[src/rtl/mips_datapath_if.sv]
// Control bus and unified memory port between the multicycle controller/memory side and the
// datapath. The master side drives controls and memory read data; the datapath is the slave.
interface mips_datapath_if;
  logic        RegWrite;
  logic        RegDst;
  logic        MemtoReg;
  logic        PCWrite;
  logic        ALUSrcA;
  logic        Branch;
  logic        MemWrite;
  logic        IorD;
  logic        IRWrite;
  logic [1:0]  PCSrc;
  logic [1:0]  ALUSrcB;
  logic [1:0]  ALUOp;
  logic [5:0]  Opcode;
  logic [31:0] mem_addr;
  logic [31:0] mem_wdata;
  logic        mem_we;
  logic [31:0] mem_rdata;
  logic [4:0]  dbg_addr;
  logic [31:0] dbg_data;

  modport master (
    output RegWrite, RegDst, MemtoReg, PCWrite, ALUSrcA, Branch, MemWrite, IorD, IRWrite,
    output PCSrc, ALUSrcB, ALUOp, mem_rdata, dbg_addr,
    input  Opcode, mem_addr, mem_wdata, mem_we, dbg_data
  );

  modport slave (
    input  RegWrite, RegDst, MemtoReg, PCWrite, ALUSrcA, Branch, MemWrite, IorD, IRWrite,
    input  PCSrc, ALUSrcB, ALUOp, mem_rdata, dbg_addr,
    output Opcode, mem_addr, mem_wdata, mem_we, dbg_data
  );
endinterface

[src/rtl/mips_datapath.sv]
// Multicycle MIPS datapath: PC, IR, MDR, A, B, ALUOut, 32x32 register file and ALU, steered
// entirely by the controller's per-cycle selects and enables.
module mips_datapath #(
  parameter logic [31:0] RESET_PC = 32'h0000_0000
) (
  input logic             clk,
  input logic             rst_n,
  mips_datapath_if.slave  bus
);

  typedef enum logic [2:0] {
    AluAdd,
    AluSub,
    AluAnd,
    AluOr,
    AluSlt,
    AluZero
  } alu_op_e;

  logic [31:0] pc_q, pc_d;
  logic [31:0] ir_q;
  logic [31:0] mdr_q;
  logic [31:0] a_q;
  logic [31:0] b_q;
  logic [31:0] alu_out_q;
  logic [31:0] rf_q [32];

  logic [4:0]  rs, rt, rd, wr_addr;
  logic [5:0]  funct;
  logic [31:0] rd1, rd2, wr_data;
  logic [31:0] sign_imm;
  logic [31:0] src_a, src_b;
  logic [31:0] alu_result;
  alu_op_e     alu_op;
  logic        zero;
  logic        pc_en;

  assign rs       = ir_q[25:21];
  assign rt       = ir_q[20:16];
  assign rd       = ir_q[15:11];
  assign funct    = ir_q[5:0];
  assign sign_imm = {{16{ir_q[15]}}, ir_q[15:0]};

  assign rd1 = (rs == 5'd0) ? 32'd0 : rf_q[rs];
  assign rd2 = (rt == 5'd0) ? 32'd0 : rf_q[rt];

  assign wr_addr = bus.RegDst ? rd : rt;
  assign wr_data = bus.MemtoReg ? mdr_q : alu_out_q;

  assign src_a = bus.ALUSrcA ? a_q : pc_q;

  always_comb begin
    src_b = b_q;
    unique case (bus.ALUSrcB)
      2'b00: src_b = b_q;
      2'b01: src_b = 32'd4;
      2'b10: src_b = sign_imm;
      2'b11: src_b = {sign_imm[29:0], 2'b00};
      default: src_b = b_q;
    endcase
  end

  // ALUOp 11 is reserved and behaves as add; unknown functs force a zero result.
  always_comb begin
    alu_op = AluAdd;
    unique case (bus.ALUOp)
      2'b00: alu_op = AluAdd;
      2'b01: alu_op = AluSub;
      2'b10: begin
        case (funct)
          6'b100000: alu_op = AluAdd;
          6'b100010: alu_op = AluSub;
          6'b100100: alu_op = AluAnd;
          6'b100101: alu_op = AluOr;
          6'b101010: alu_op = AluSlt;
          default:   alu_op = AluZero;
        endcase
      end
      2'b11: alu_op = AluAdd;
      default: alu_op = AluAdd;
    endcase
  end

  always_comb begin
    alu_result = 32'd0;
    unique case (alu_op)
      AluAdd:  alu_result = src_a + src_b;
      AluSub:  alu_result = src_a - src_b;
      AluAnd:  alu_result = src_a & src_b;
      AluOr:   alu_result = src_a | src_b;
      AluSlt:  alu_result = {31'd0, ($signed(src_a) < $signed(src_b))};
      AluZero: alu_result = 32'd0;
      default: alu_result = 32'd0;
    endcase
  end

  assign zero  = (alu_result == 32'd0);
  assign pc_en = bus.PCWrite | (bus.Branch & zero);

  always_comb begin
    pc_d = alu_result;
    unique case (bus.PCSrc)
      2'b00: pc_d = alu_result;
      2'b01: pc_d = alu_out_q;
      2'b10: pc_d = {pc_q[31:28], ir_q[25:0], 2'b00};
      2'b11: pc_d = alu_result;
      default: pc_d = alu_result;
    endcase
  end

  always_ff @(posedge clk or negedge rst_n) begin
    if (!rst_n) begin
      pc_q      <= RESET_PC;
      ir_q      <= '0;
      mdr_q     <= '0;
      a_q       <= '0;
      b_q       <= '0;
      alu_out_q <= '0;
    end else begin
      if (pc_en) begin
        pc_q <= pc_d;
      end
      if (bus.IRWrite) begin
        ir_q <= bus.mem_rdata;
      end
      mdr_q     <= bus.mem_rdata;
      a_q       <= rd1;
      b_q       <= rd2;
      alu_out_q <= alu_result;
    end
  end

  // Reads above see the pre-write contents, so A/B capture old values on a same-edge write.
  always_ff @(posedge clk or negedge rst_n) begin
    if (!rst_n) begin
      for (int i = 0; i < 32; i++) begin
        rf_q[i] <= '0;
      end
    end else if (bus.RegWrite && (wr_addr != 5'd0)) begin
      rf_q[wr_addr] <= wr_data;
    end
  end

  assign bus.Opcode    = ir_q[31:26];
  assign bus.mem_addr  = bus.IorD ? alu_out_q : pc_q;
  assign bus.mem_wdata = b_q;
  assign bus.mem_we    = bus.MemWrite;
  assign bus.dbg_data  = (bus.dbg_addr == 5'd0) ? 32'd0 : rf_q[bus.dbg_addr];

endmodule
[src/flat_wrapper.sv]
// flat-port wrapper written by rule: the top's interface ports become plain ports
module mips_datapath_flat 
#(
  parameter logic [31:0] RESET_PC = 32'h0000_0000
)
  (clk, rst_n, bus_RegWrite, bus_RegDst, bus_MemtoReg, bus_PCWrite, bus_ALUSrcA, bus_Branch, bus_MemWrite, bus_IorD, bus_IRWrite, bus_PCSrc, bus_ALUSrcB, bus_ALUOp, bus_mem_rdata, bus_dbg_addr, bus_Opcode, bus_mem_addr, bus_mem_wdata, bus_mem_we, bus_dbg_data);
  mips_datapath_if bus_i ();
  input logic clk;
  input logic rst_n;
  input wire logic [$bits(bus_i.RegWrite)-1:0] bus_RegWrite;
  input wire logic [$bits(bus_i.RegDst)-1:0] bus_RegDst;
  input wire logic [$bits(bus_i.MemtoReg)-1:0] bus_MemtoReg;
  input wire logic [$bits(bus_i.PCWrite)-1:0] bus_PCWrite;
  input wire logic [$bits(bus_i.ALUSrcA)-1:0] bus_ALUSrcA;
  input wire logic [$bits(bus_i.Branch)-1:0] bus_Branch;
  input wire logic [$bits(bus_i.MemWrite)-1:0] bus_MemWrite;
  input wire logic [$bits(bus_i.IorD)-1:0] bus_IorD;
  input wire logic [$bits(bus_i.IRWrite)-1:0] bus_IRWrite;
  input wire logic [$bits(bus_i.PCSrc)-1:0] bus_PCSrc;
  input wire logic [$bits(bus_i.ALUSrcB)-1:0] bus_ALUSrcB;
  input wire logic [$bits(bus_i.ALUOp)-1:0] bus_ALUOp;
  input wire logic [$bits(bus_i.mem_rdata)-1:0] bus_mem_rdata;
  input wire logic [$bits(bus_i.dbg_addr)-1:0] bus_dbg_addr;
  output wire logic [$bits(bus_i.Opcode)-1:0] bus_Opcode;
  output wire logic [$bits(bus_i.mem_addr)-1:0] bus_mem_addr;
  output wire logic [$bits(bus_i.mem_wdata)-1:0] bus_mem_wdata;
  output wire logic [$bits(bus_i.mem_we)-1:0] bus_mem_we;
  output wire logic [$bits(bus_i.dbg_data)-1:0] bus_dbg_data;
  assign bus_i.RegWrite = bus_RegWrite;
  assign bus_i.RegDst = bus_RegDst;
  assign bus_i.MemtoReg = bus_MemtoReg;
  assign bus_i.PCWrite = bus_PCWrite;
  assign bus_i.ALUSrcA = bus_ALUSrcA;
  assign bus_i.Branch = bus_Branch;
  assign bus_i.MemWrite = bus_MemWrite;
  assign bus_i.IorD = bus_IorD;
  assign bus_i.IRWrite = bus_IRWrite;
  assign bus_i.PCSrc = bus_PCSrc;
  assign bus_i.ALUSrcB = bus_ALUSrcB;
  assign bus_i.ALUOp = bus_ALUOp;
  assign bus_i.mem_rdata = bus_mem_rdata;
  assign bus_i.dbg_addr = bus_dbg_addr;
  assign bus_Opcode = bus_i.Opcode;
  assign bus_mem_addr = bus_i.mem_addr;
  assign bus_mem_wdata = bus_i.mem_wdata;
  assign bus_mem_we = bus_i.mem_we;
  assign bus_dbg_data = bus_i.dbg_data;
  mips_datapath #(.RESET_PC(RESET_PC)) u_core (.clk(clk), .rst_n(rst_n), .bus(bus_i));
endmodule
[config.mk]
export PLATFORM = sky130hd
export DESIGN_NAME = mips_datapath_flat
export DESIGN_NICKNAME = d
export VERILOG_FILES = /design/src/rtl/mips_datapath_if.sv /design/src/rtl/mips_datapath.sv /design/src/flat_wrapper.sv
export SDC_FILE = /design/constraint.sdc
export NUM_CORES = 2
export LEC_CHECK = 0
export CAP_MARGIN = 15
export CORE_MARGIN = 2
export CORE_UTILIZATION = 64
export CTS_CLUSTER_DIAMETER = 40
export CTS_CLUSTER_SIZE = 20
export DETAILED_ROUTE_END_ITERATION = 7
export GPL_TIMING_DRIVEN = 0
export PLACE_DENSITY_LB_ADDON = 0.08
export SETUP_SLACK_MARGIN = 0.3
export SYNTH_ARGS = -nofsm -noshare
export SYNTH_HDL_FRONTEND = slang
export SYNTH_SLANG_ARGS = --single-unit
[constraint.sdc]
create_clock -name clk -period 6.1 [get_ports clk]
set_input_delay 0.915 -clock clk [delete_from_list [all_inputs] [get_ports clk]]
set_output_delay 0.915 -clock clk [all_outputs]
set_load 0.01 [all_outputs]
==> impl_metrics.csv <==
group,metric,value,unit
outcome,run_status,"complete, but fails checks",
outcome,violations,"DRC",
synth,synth_edf_count,0,
synth,avgSynthCellArea,11.6,µm²
clock_tree,cts_buffers,161,
clock_tree,clkLatencyLatePin,0.84,ns
power_and_ir_drop,switchingPower,20.2,mW
synth,synth_cell_type_count,88,
final_layout,design_area,0.0850,mm²
synth,synth_warnings,0,
synth,synthesis.area,0.0739,mm²
worst_hold_path,min_from,"u_core.rf_q[1008]$_DFFE_PN0P_",
global_routing,antenna_found_initial,19,
clock_tree,root_buffer,"clkbuf_16",
timing,post-route-min-period,5.94,ns
worst_hold_path,whs_path_depth,1,
floorplan,die_y,344,µm
clock_tree,cts_num_sinks,1216,
timing,rsz0062_at_grt,"no",
power_and_ir_drop,internal_power,27.5,mW
placement,dpl.hpwl,234000,µm
worst_hold_path,hold_path_end,"u_core.rf_q[1008]$_DFFE_PN0P_",
worst_setup_path,r2r_setup_slack,0.16,ns
placement,place_worst_setup_slack,-3.43,ns
floorplan,start_util,64.6,%
drt,firstDrtPassIters,8,
power_and_ir_drop,ir_worst_vdd,0.429,mV
worst_setup_path,cp.required,6.78,ns
power_and_ir_drop,power_frac_seq,33.1,%
final_layout,drive_above_1_share,23.5,%
timing,final.setup_skew,0.0371,ns
clock_tree,clockBufferDepth,3,
placement,placedCellCount,8076,
worst_hold_path,worstHoldPathType,"reg2reg",
final_layout,areaGrowthSynthToFinish,15.0,%
synth,synth_seq_cells,1216,
timing,setup_viol,0,
final_layout,mostFrequentLayoutCell,"dfrtp_1",
worst_setup_path,critPathArrivalTime,6.61,ns
timing,setup_tns,0,ns
timing,setup_slack,0.165,ns
clock_tree,cts_tree,"yes",
drt,drt_iter0_markers,12622,
timing,final-max-slew-violation-count,0,
timing,maxSlewHeadroom,1.14,%
placement,gp_congestion,1.06,
synth,netlist_instances,6384,
power_and_ir_drop,power.share.combinational,45.6,%
worst_setup_path,r2r-end,"u_core.pc_q[5]$_DFFE_PN0P_",
drt,wire_per_inst,37.6,µm
power_and_ir_drop,powerDensity,560,mW/mm²
power_and_ir_drop,clkPwrFrac,21.4,%
worst_setup_path,startpoint,"u_core.ir_q[15]$_DFFE_PN0P_",
floorplan,io_pins,157,
final_layout,final_cell_mix,"1216 x dfrtp_1, 1178 x nor2_1, 1039 x a21oi_1, 960 x mux4_2, 508 x clkbuf_1",
floorplan,die_w,344,µm
drt,vias_per_cell,7.93,
timing,fmax,168,MHz
placement,portBuffers,146,
drt,drcViolationCount,10,
power_and_ir_drop,leakagePower,34.4,nW
power_and_ir_drop,swShare,42.3,%
global_routing,grt_pass1_vias,64507,
placement,dpl_cell_area,0.0780,mm²
synth,synth-async-reset-ratio,100,%
global_routing,grt_use_total,54.3,%
worst_setup_path,critPathLaunchType,"flop",
drt,wirelength,317000,µm
floorplan,fp.dieArea,0.118,mm²
timing,worst_pin_slew,1.48,ns
worst_setup_path,r2r-start,"u_core.ir_q[15]$_DFFE_PN0P_",
floorplan,core,0.115,mm²
synth,syn_nets,6538,
global_routing,grt_overflow,0,
timing,finalHoldViolCount,0,
final_layout,final_cell_count_no_fill,8440,
final_layout,fin_util,74.3,%
worst_setup_path,cp_max_fo,10,
worst_setup_path,cp-end-kind,"flop",
drt,routed-via-count,66925,
job,maxCapViolCount,0,
worst_setup_path,critPathKind,"reg2reg",
worst_setup_path,rr_worst_depth,18,
timing,finalCritPeriodShare,97.3,%
floorplan,rows,124,
drt,antenna_left,0,
clock_tree,htree_levels,4,
global_routing,grt_pass1_wl,450000,µm
clock_tree,clk_pin_slew,0.06,ns
synth,yosys_most_used_dff,"dfrtp_1",
synth,yosysSeqAreaShare,41.2,%
final_layout,nets,6934,
global_routing,grt_max_degree,176,
[per-layer routing]
metal  GRT usage [%]  vias to the layer above  part of all wire, %
met1            71.0                    33006                   33
met5           0.881                        -                0.068
met3            23.8                     1915                   17
met2            71.8                     7151                   40
met4            40.4                       12                   10
li1                -                    24841                    -
[cell families (layout without fill, tap and decap cells)]
| family | count (synthesis) | after routing | synth area share [%] |
|---|---|---|---|
| compound gates | 1496 | 1496 | 11.4 |
| xor+xnor | 12 | 12 | 0.142 |
| fa+ha+maj | 100 | 100 | 1.71 |
| buf+inv | 787 | 1317 | 4.09 |
| flops | 1216 | 1216 | 41.2 |
| mux | 1206 | 1206 | 32.7 |
| other cells | 0 | 14 | 0 |
| simple gates | 1567 | 1567 | 8.74 |
[synth_stat cells (6+ instances only)]
cell	count	area (µm²)
a21o_1	36	270
a211o_1	11	96.3
nor2_1	1182	4440
o21bai_1	6	45.0
o21ai_0	145	726
nand2b_1	10	62.6
buf_4	8	60.1
nand4_1	35	219
or3_1	8	50.1
o22ai_1	8	50.1
or4_1	11	82.6
ha_1	98	1230
a211oi_1	17	128
o31a_1	7	61.3
o211ai_1	24	180
a22oi_1	53	398
o31ai_1	25	188
buf_2	19	95.1
o21a_1	6	45.0
a21oi_1	1047	5240
a221oi_1	12	105
buf_1	102	383
nand2_1	157	589
o221ai_1	8	70.1
and3_1	7	43.8
inv_1	110	413
nor4_1	19	119
nand3_1	35	175
nor2b_1	39	244
a31oi_1	16	100
mux4_2	960	21600
a22o_1	8	70.1
dfrtp_1	1216	30400
clkbuf_1	545	2050
nor3_1	27	135
and2_1	7	43.8
mux2i_1	149	1490
mux2_2	97	1090
xnor2_1	11	96.3
[registers in the layout, summed over array words and instances (netlist names)]
register,flops
u_core.ir_q,32
u_core.alu_out_q,32
u_core.bus.mem_wdata,32
u_core.pc_q,32
u_core.rf_q,1024
u_core.mdr_q,32
u_core.a_q,32
[worst max path at each step]
stage / slack, ns / cells after the start / end
2_1_floorplan: 0.32 / 18 / u_core.pc_q[28]$_DFFE_PN0P_
3_3_place_gp: -50.32 / 1 / u_core.alu_out_q[7]$_DFF_PN0_
3_5_place_dp: -3.43 / 20 / u_core.pc_q[7]$_DFFE_PN0P_
4_1_cts: 0.31 / 9 / bus_dbg_data[1]
5_1_grt: 0.26 / 17 / u_core.pc_q[14]$_DFFE_PN0P_
6_report: 0.16 / 18 / u_core.pc_q[5]$_DFFE_PN0P_
[power groups by stage]
stage / Sequential [mW] / Clock [mW] / Combinational, mW
after detailed placement: 15.4 / 0 / 19.7
after floorplan: 14.1 / 0 / 13.1
after global routing: 16.0 / 10.4 / 22.2
after CTS: 15.4 / 10.1 / 20.3
after global placement: 15.1 / 0 / 19.1
final: 15.7 / 10.2 / 21.7
[timing repair]
item,CTS,global route
gates resized for setup,129,104
hold buffers,1,0
setup buffers,25,12
hold endpoints to repair,2,0
gates cloned,1,0
setup endpoints to repair,70,58
pin swaps,16,16
[per-stage QoR]
stage	hold WS (ns)	power, mW
5_1_grt	0.524	48.7
3_5_place_dp	0.488	35.1
6_report	0.499	47.6
3_3_place_gp	0.469	34.2
4_1_cts	0.502	45.8
2_1_floorplan	0.458	27.3
[critical path, cell delays in order (launching register included)]
cell	delay, ns
dfrtp_1	0.54
and2_1	0.18
buf_4	0.21
clkbuf_8	0.25
a21o_1	0.21
ha_4	0.25
or4_4	0.54
or3_4	0.40
nor4_4	0.37
o311ai_4	0.23
o2111ai_2	0.15
nand2_2	0.16
or4b_4	0.56
or4_4	0.46
or4_1	0.43
clkbuf_4	0.21
clkbuf_8	0.22
o21ai_0	0.26
nand3_1	0.14
[final cells by class]
class | count | area (µm²)
Antenna cell | 14 | 35.0
Buffer | 676 | 2820
Clock buffer | 185 | 4260
Clock inverter | 112 | 1440
Fill cell | 7360 | 29500
Inverter | 110 | 417
Multi-Input combinational cell | 4381 | 41000
Sequential cell | 1216 | 30400
Tap cell | 1512 | 1890
Timing Repair Buffer | 234 | 2730
Note: power is estimated with default switching activity, not from simulation.
